==> src/rtl/ps2_host_tx_pkg.sv <==
// ps2_host_tx_pkg: shared PS/2 state encodings, command constants and defaults
package ps2_host_tx_pkg;
    typedef enum logic [2:0] {
        S_IDLE,
        S_RTS,
        S_REQ,
        S_SEND,
        S_ACK,
        S_WAITIDLE
    } state_t;
    localparam logic [7:0] CMD_SET_LED = 8'hED;
    localparam logic [7:0] CMD_ENABLE  = 8'hF4;
    localparam logic [7:0] CMD_RESET   = 8'hFF;
    localparam logic [7:0] RESP_ACK    = 8'hFA;
    localparam int DEF_CLK_HOLD = 5000;
    localparam int DEF_TIMEOUT  = 1000000;
    localparam int DEF_FILT_LEN = 8;
    // Bits shifted out after the start bit: data LSB first, odd parity, stop
    function automatic logic [9:0] tx_frame(input logic [7:0] d);
        return {1'b1, ~^d, d};
    endfunction
endpackage

==> src/rtl/ps2_line_filter.sv <==
// ps2_line_filter: pin synchronizers, clock glitch filter and falling-edge pulse
module ps2_line_filter #(
    parameter int FILT_LEN = 8
) (
    input  logic clk,
    input  logic rst_n,
    input  logic ps2_clk,
    input  logic ps2_dat,
    output logic clk_filt,
    output logic dat_sync,
    output logic fall
);
    logic [1:0]          clk_s;
    logic [1:0]          dat_s;
    logic [FILT_LEN-2:0] hist;
    logic [FILT_LEN-1:0] window;
    assign window   = {hist, clk_s[1]};
    assign dat_sync = dat_s[1];
    // Idle bus is high, so everything resets to 1; filtered clock only moves on a unanimous window
    always_ff @(posedge clk or negedge rst_n) begin
        if (!rst_n) begin
            clk_s    <= 2'b11;
            dat_s    <= 2'b11;
            hist     <= '1;
            clk_filt <= 1'b1;
            fall     <= 1'b0;
        end else begin
            clk_s    <= {clk_s[0], ps2_clk};
            dat_s    <= {dat_s[0], ps2_dat};
            hist     <= window[FILT_LEN-2:0];
            clk_filt <= (&window) ? 1'b1 : (~|window) ? 1'b0 : clk_filt;
            fall     <= clk_filt & ~|window;
        end
    end
endmodule

==> src/rtl/ps2_host_tx.sv <==
// ps2_host_tx: PS/2 host-to-device command byte transmitter with ACK check and watchdog
import ps2_host_tx_pkg::*;
module ps2_host_tx #(
    parameter int CLK_HOLD = DEF_CLK_HOLD,
    parameter int TIMEOUT  = DEF_TIMEOUT,
    parameter int FILT_LEN = DEF_FILT_LEN
) (
    input  logic       iCLK_50,
    input  logic       iKEY,
    input  logic       PS2_KBCLK,
    input  logic       PS2_KBDAT,
    input  logic       iSTART,
    input  logic [7:0] iDATA,
    output logic       oCLK_OE,
    output logic       oDAT_OE,
    output logic       oBUSY,
    output logic       oDONE,
    output logic       oERR
);
    logic        clk_filt;
    logic        dat_sync;
    logic        fall;
    state_t      state;
    logic [9:0]  shift;
    logic [3:0]  bits;
    logic [19:0] cnt;
    ps2_line_filter #(.FILT_LEN(FILT_LEN)) u_filt (
        .clk      (iCLK_50),
        .rst_n    (iKEY),
        .ps2_clk  (PS2_KBCLK),
        .ps2_dat  (PS2_KBDAT),
        .clk_filt (clk_filt),
        .dat_sync (dat_sync),
        .fall     (fall)
    );
    // Transmit sequencer; cnt is the clock-hold timer in RTS and the inter-edge watchdog afterwards
    always_ff @(posedge iCLK_50 or negedge iKEY) begin
        if (!iKEY) begin
            state   <= S_IDLE;
            shift   <= '0;
            bits    <= '0;
            cnt     <= '0;
            oCLK_OE <= 1'b0;
            oDAT_OE <= 1'b0;
            oBUSY   <= 1'b0;
            oDONE   <= 1'b0;
            oERR    <= 1'b0;
        end else begin
            oDONE <= 1'b0;
            oERR  <= 1'b0;
            if (state == S_IDLE) begin
                if (iSTART && !oDONE && !oERR) begin
                    state   <= S_RTS;
                    oBUSY   <= 1'b1;
                    oCLK_OE <= 1'b1;
                    shift   <= tx_frame(iDATA);
                    bits    <= '0;
                    cnt     <= '0;
                end
            end else if (state == S_RTS) begin
                if (cnt == 20'(CLK_HOLD - 1)) begin
                    state   <= S_REQ;
                    oCLK_OE <= 1'b0;
                    oDAT_OE <= 1'b1;
                    cnt     <= '0;
                end else begin
                    cnt <= cnt + 20'd1;
                end
            end else if (fall) begin
                cnt <= '0;
                if (state == S_REQ) begin
                    state <= S_SEND;
                end else if (state == S_SEND) begin
                    oDAT_OE <= ~shift[0];
                    shift   <= {1'b0, shift[9:1]};
                    bits    <= bits + 4'd1;
                    if (bits == 4'd9)
                        state <= S_ACK;
                end else if (state == S_ACK) begin
                    if (dat_sync) begin
                        oERR  <= 1'b1;
                        oBUSY <= 1'b0;
                        state <= S_IDLE;
                    end else begin
                        state <= S_WAITIDLE;
                    end
                end
            end else if (state == S_WAITIDLE && clk_filt && dat_sync) begin
                oDONE <= 1'b1;
                oBUSY <= 1'b0;
                state <= S_IDLE;
            end else if (cnt == 20'(TIMEOUT - 1)) begin
                oERR    <= 1'b1;
                oBUSY   <= 1'b0;
                oCLK_OE <= 1'b0;
                oDAT_OE <= 1'b0;
                state   <= S_IDLE;
            end else begin
                cnt <= cnt + 20'd1;
            end
        end
    end
endmodule

==> config.mk <==
export PLATFORM = sky130hd
export DESIGN_NAME = ps2_host_tx
export DESIGN_NICKNAME = d
export VERILOG_FILES = /design/src/rtl/ps2_host_tx_pkg.sv /design/src/rtl/ps2_line_filter.sv /design/src/rtl/ps2_host_tx.sv
export SDC_FILE = /design/constraint.sdc
export NUM_CORES = 1
export LEC_CHECK = 0
export ABC_CLOCK_PERIOD_IN_PS = 2300
export BUFFER_PORTS_ARGS = -buffer_cell sky130_fd_sc_hd__buf_4
export CAP_MARGIN = 20
export CORE_UTILIZATION = 40
export CTS_CLUSTER_DIAMETER = 100
export DETAILED_ROUTE_END_ITERATION = 7
export GPL_TIMING_DRIVEN = 0
export HOLD_SLACK_MARGIN = 0.1
export PLACE_DENSITY = 0.62
export SLEW_MARGIN = 20
export SYNTH_ARGS = -nofsm -noshare
export SYNTH_HDL_FRONTEND = slang
export SYNTH_SLANG_ARGS = --single-unit
==> constraint.sdc <==
create_clock -name iCLK_50 -period 2.3 [get_ports iCLK_50]
set_input_delay 0.345 -clock iCLK_50 [delete_from_list [all_inputs] [get_ports iCLK_50]]
set_output_delay 0.345 -clock iCLK_50 [all_outputs]
set_load 0.03 [all_outputs]
======== Word-level counts from Yosys, hierarchy flattened ========
Cells that the tools add are included.
Widths: inputs -> output; s select.
cells by class
  add/subtract/negate cells ............... 2
  equal/unequal tests ..................... 27
  multiplexer cells ....................... 66
  bitwise gates (word level) .............. 3
  reduce and logical (&&, ||, !) cells .... 23
operators with widths
  cell                   number
  $mux 20                7
  $mux 10                6
  $mux 3                 12
  $mux 1                 35
  $mux 4                 6
  $ne 3x3->1 const B     8
  $add 20x1->20 const B  1
  $eq 20x13->1 const B   1
  $eq 20x20->1 const B   1
  $reduce_and 5->1       3
  $ne 6x6->1 const B     2
  $ne 4x3->1 const B     2
  $reduce_and 8->1       1
  $reduce_or 8->1        1
  $reduce_xnor 8->1      1
  $reduce_and 7->1       1
  $eq 3x2->1 const B     2
  $eq 3x3->1 const B     2
  $ne 2x1->1 const B     3
  $ne 3x2->1 const B     2
  $reduce_and 6->1       1
  $reduce_bool 3->1      2
  $reduce_bool 5->1      1
  $add 4x1->4 const B    1
  11 further kinds       19
word-level totals
  register bits after elaboration ......... 55
  bits of input ports ..................... 13
  output and inout bits ................... 5
  word-level logic and storage cells ...... 135

======== Depth between registers and ports, before layout ========
  word-level depth ........................ 7
  mapped depth ............................ 7
  depth with buffers taken out ............ 6

======== Modules after synthesis ========
Synthesis repeated with hierarchy kept, for this count alone.
unflattened totals
  cell total of the unflattened synthesis .. 303
  area, all modules ....................... 2,975.4 um^2
modules (own cells, without submodules)
  module           times used  cells each  area an instance (um^2)  sequential area each (um^2)
  ps2_host_tx      1           283         2,578.7                  1,051.0
  ps2_line_filter  1           20          396.6                    340.3

======== Worst setup path before layout ========
Ideal clock, no wire load.
  kind .................................... flip-flop to flip-flop
  start point ............................. reg cnt[6]
  end point ............................... reg oDAT_OE
  library setup time ...................... 0.094 ns
  arrival time ............................ 1.881 ns
  required time ........................... 2.206 ns
  slack ................................... 0.326 ns
  cell stages (with the launch flop) ...... 7
  buffers on the path ..................... 1
  clock period less this slack ............ 1.974 ns
  cells stage by stage .................... dfrtp_1 > buf_6 > nor4b_4 > nand4_2 > or4_4 > or3_1 > a211oi_1
between the ends
  longest elaborated chain between the ends .. 3
  elaborated cells between the ends (all ways) .. 5
  classes of those cells .................. 3 x eq/ne; 2 x reduce/logical
RTL lines
  what                                                       line                                  RTL
  from (decl)                                                ps2_host_tx.sv:26                     logic [19:0] cnt;
  from (signal assigned)                                     ps2_host_tx.sv:67                     cnt <= cnt + 20'd1;
  from (signal assigned)                                     ps2_host_tx.sv:99                     cnt <= cnt + 20'd1;
  $eq 20x13->1 or $eq 20x20->1 (tied branches)               ps2_host_tx.sv:61, ps2_host_tx.sv:92
  $ne 2x1->1 (no line) or $reduce_bool 3->1 (tied branches)  -
  $reduce_and 6->1 (no line) *                               -
  to (signal assigned)                                       ps2_host_tx.sv:74                     oDAT_OE <= ~shift[0];
  to (decl)                                                  ps2_host_tx.sv:15                     output logic oDAT_OE,
Mark *: on every way between the ends. The rest lies on a longest branch, timed or not.
A chain may end at the register's enable or synchronous reset.

======== Final worst setup path ========
  start point ............................. reg cnt[6]
  end point ............................... reg cnt[3]
between the ends
  longest elaborated chain between the ends .. 4
  elaborated cells between the ends (all ways) .. 7
  classes of those cells .................. 3 x eq/ne; 3 x mux; 1 x reduce/logical
RTL lines
  what          line               RTL
  $eq 20x13->1  ps2_host_tx.sv:61  if (cnt == 20'(CLK_HOLD - 1)) begin
  $mux 20       ps2_host_tx.sv:61
  $mux 20       ps2_host_tx.sv:60  end else if (state == S_RTS) begin
  $mux 20       ps2_host_tx.sv:51  if (state == S_IDLE) begin
Parallel ways exist; a longest one is shown, timed or not.

==> flow_metrics.tcl <==
set metrics [dict create \
    post-route-drc-count 0 \
    launching_instance_or_port_of_the_critical_path "cnt[6]" \
    routed-via-count 2455 \
    critical_path.n_buffers_inverters 2 \
    vdd_ir_drop_max_v 0.000287 \
    yosysWarnings 0 \
    ant_diodes 0 \
    rr_endpoint "cnt[3]" \
    clk_latency_ps 320 \
    cp.arrival_ps 2390 \
    totalWireLength_mm 6.67 \
    number_of_different_library_cells_in_the_post_synthesis_netlist 57 \
    worst-r2r-cell-count 7 \
    fin_hold_ws_ps 125 \
    cts.root.buffer_cell "clkbuf_8" \
    p_total_w 0.00269 \
    ys_seq_area_frac 0.474 \
    avgSynthCellArea_um2 9.52 \
    cts_sinks 55 \
    critPathRequiredTime_ps 2510 \
    die_width_um 87.6 \
    synth_enable_flop_cells 0 \
    rrSetupSlack_ps 120 \
    post_route_cells_drive_above_1_share 0.199 \
    critPathMaxStageDelay_ps 410 \
    crit_path_max_fanout 8 \
    remaining_overflow_grt 0 \
    post-route-cell-area_um2 3430 \
    htree_levels 2 \
    final.fill_count 670 \
    drt.antenna.violating_nets 0 \
    synth_area_leaders "dfrtp_1, dfstp_2, nand2_1" \
    gp_routability_congestion 0.868 \
    power_density_nw_per_um2 784 \
    dp_hpwl_mm 4.68 \
    slew_viol_final 0 \
    clkSlewWorstSetupHoldPaths_ps 110 \
    detail_route.vias_per_cell 5.61 \
    routed_wire_length_per_instance_um 15.2 \
    core_um2 6940 \
    fin_cells 438 \
    timing.fmax_mhz 459 \
    floorplan.die.height_um 87.6 \
    drv_cap 0 \
    rsz0062_at_grt "false" \
    effective_utilization_at_floorplan 0.422 \
    grt_start_max_net_pins 56 \
    timing.critical_path.to_type "register" \
    crit_chain "buf_6 > nor4b_4 > nand4_1 > o31a_1 > buf_4 > and3_1 > a221o_1" \
    first_pass_iters 4 \
    pwr-share-seq 0.457 \
    clock_power_share 0.213 \
    min-delay-start "PS2_KBDAT" \
    ys_seq_elements 55 \
    tritoncts "done" \
    worst-path-stages 7 \
    worstSetupEndpoint "cnt[3]" \
    cts_made_buffers 5 \
    i_o_pin_total 18 \
    power.switching_fraction 0.363 \
    hold_violation_count_in_the_final_report 0 \
    syn_to_final_growth_pct 16.9 \
    fp.dieArea_um2 7680 \
    total_leakage_power_nw 1.41 \
    status "complete, no violations" \
    grt_antenna_before_repair 0 \
    num_rows 30 \
    groute.usage.overall 0.188 \
    setup-tns-final_ps 0 \
    critPathSlowestCell "o31a_1" \
    post_synthesis_net_count 324 \
    finalSetupViolations 0 \
    synthesis.instances 308 \
    p_switching_w 0.000976 \
    clockBufferDepth 2 \
    grt_first_pass_wirelength_mm 11.2 \
    synth_largest_type_area_fraction 0.367 \
    maxSlewHeadroom 0.540 \
    comb_power_share 0.330 \
    dp.cells 421 \
    p_int_w 0.00171 \
    min_period_over_period 0.948 \
    post_dp_cell_area_um2 3180 \
    timing_worst_setup_path_type "register to register" \
    timing.clock.skew_ps 6.13 \
    yosys.area.top_type "dfrtp_1" \
    detail_route.iter0.violations 185 \
    slew_of_the_pin_with_the_lowest_slew_margin_ps 690 \
    number_of_global_route_vias_before_repair 2350 \
    source_of_the_worst_register_to_register_timing_path "cnt[6]" \
    timing.critical_path.max_delay_family "simple AND/OR/NAND/NOR gates" \
    port-buffer-count 17 \
    layout.nets 357 \
    synth_flop_cell "dfrtp_1" \
    final_critical_delay_including_setup_and_external_delays_ps 2180 \
    syn_area_um2 2930 \
    ys_async_sr_fraction 1.00 \
    min-delay-path-class "input pin to register" \
    worstSetupStartpointType "register" \
]
-- layout make-up --
class | count | area [um2] | share of cell area
inverter | 5 | 18.8 | 0.00547
buffer | 14 | 71.3 | 0.0208
multi-input combinational | 234 | 1530 | 0.445
tap | 96 | 120 | 0.0350
clock inverter | 3 | 28.8 | 0.00839
clock buffer | 5 | 68.8 | 0.0201
timing repair buffer | 26 | 204 | 0.0595
sequential | 55 | 1390 | 0.406
-- Yosys cell counts, types with 2 or more instances --
cell type / n
a211o_1: 2
a21o_1: 4
a21oi_1: 11
a221o_1: 2
a22o_1: 3
a22oi_1: 2
a31oi_1: 2
and2_1: 3
and3_1: 7
buf_2: 3
clkbuf_1: 9
dfrtp_1: 43
dfstp_2: 12
ha_1: 3
inv_1: 4
mux2i_1: 13
nand2_1: 38
nand2b_1: 4
nand3_1: 19
nand4_1: 12
nor2_1: 21
nor2b_1: 5
nor3_1: 5
nor4_1: 5
o21ai_0: 23
o22ai_1: 2
o311ai_0: 4
or3_1: 7
or4_1: 5
xnor2_1: 7
xor2_1: 2
-- cells by family (layout without fill, tap and decap cells) --
family / count (synthesis) / count (layout) / synth area share
AND/OR/NAND/NOR: 142 / 142 / 0.262
XOR/XNOR: 9 / 9 / 0.0269
buffers and inverters: 19 / 53 / 0.0282
AO/OA/AOI/OAI: 66 / 66 / 0.148
adder cells (fa/ha/maj): 3 / 3 / 0.0128
multiplexers: 14 / 14 / 0.0482
flip-flops: 55 / 55 / 0.474
-- flip-flops by register name, indices dropped and copies added, names as in the netlist, 2 cells and up --
register / count
state: 3
cnt: 20
bits: 4
u_filt.hist: 7
shift: 10
u_filt.dat_s: 2
u_filt.clk_s: 2
-- worst reg2reg max path: cells and delay by family, from the launching register on --
family / cells / cell delay, ps
AO/OA/AOI/OAI: 2 / 660
buffers and inverters: 2 / 300
flip-flops: 1 / 390
AND/OR/NAND/NOR: 3 / 740
-- worst min path at each step --
stage,endpoint,slack (ps),cells after the start
6_report,u_filt.dat_s[0],130,1
5_1_grt,u_filt.dat_s[0],100,1
4_1_cts,u_filt.clk_s[0],110,1
3_5_place_dp,u_filt.dat_s[1],350,0
3_3_place_gp,u_filt.clk_s[1],350,0
2_1_floorplan,bits[0],50,0
-- power groups by stage --
stage	registers (W)	clock network, W	logic, W
floorplan	0.00123	0	0.000542
finish	0.00123	0.000572	0.000887
global route	0.00125	0.000628	0.000985
global placement	0.00124	0	0.000769
CTS	0.00123	0.000591	0.000798
detailed placement	0.00124	0	0.000777
-- layout by cell type, fill, tap and decap left out, types with 3 or more instances in the layout --
master / Yosys / routed
dfstp_2: 12 / 12
mux2i_1: 13 / 12
o311ai_0: 4 / 3
clkbuf_8: 0 / 5
nand2_1: 38 / 38
and2_1: 3 / 3
nor3_1: 5 / 4
or3_1: 7 / 7
nand2b_1: 4 / 3
a21o_1: 4 / 4
nor2_1: 21 / 21
dfrtp_1: 43 / 43
nand3_1: 19 / 19
o21ai_0: 23 / 23
or4_1: 5 / 5
buf_4: 0 / 24
ha_1: 3 / 3
nor4_1: 5 / 3
nor2b_1: 5 / 5
nand4_1: 12 / 12
xnor2_1: 7 / 7
inv_1: 4 / 4
a21oi_1: 11 / 10
clkbuf_1: 9 / 7
a22o_1: 3 / 3
and3_1: 7 / 7
-- stage by stage --
step | setup slack, ps | util
after floorplan | 326 | -
after global placement | -178 | 0.458
after detailed placement | -124 | 0.458
after CTS | 4.65 | 0.476
after global routing | 10.5 | 0.494
final | 119 | 0.494
-- timing repair --
action | 4_1_cts | 5_1_grt
gates cloned | 0 | 1
setup buffers | 0 | 6
hold buffers | 1 | 1
pin swaps | 1 | 4
hold endpoints to repair | 39 | 1
gates resized for setup | 5 | 16
endpoints found under the setup margin | 27 | 30
-- metal layers --
layer | vias to the layer above | global-route usage | wire length [um] | share of wire
li1 | 1195 | - | - | -
met1 | 1192 | 0.257 | 3240 | 0.49
met2 | 61 | 0.315 | 3090 | 0.46
met3 | 7 | 0.0292 | 275 | 0.041
met4 | 0 | 0.0447 | 70 | 0.010
met5 | - | 0 | 0 | 0
(Power assumes the default switching activity.)
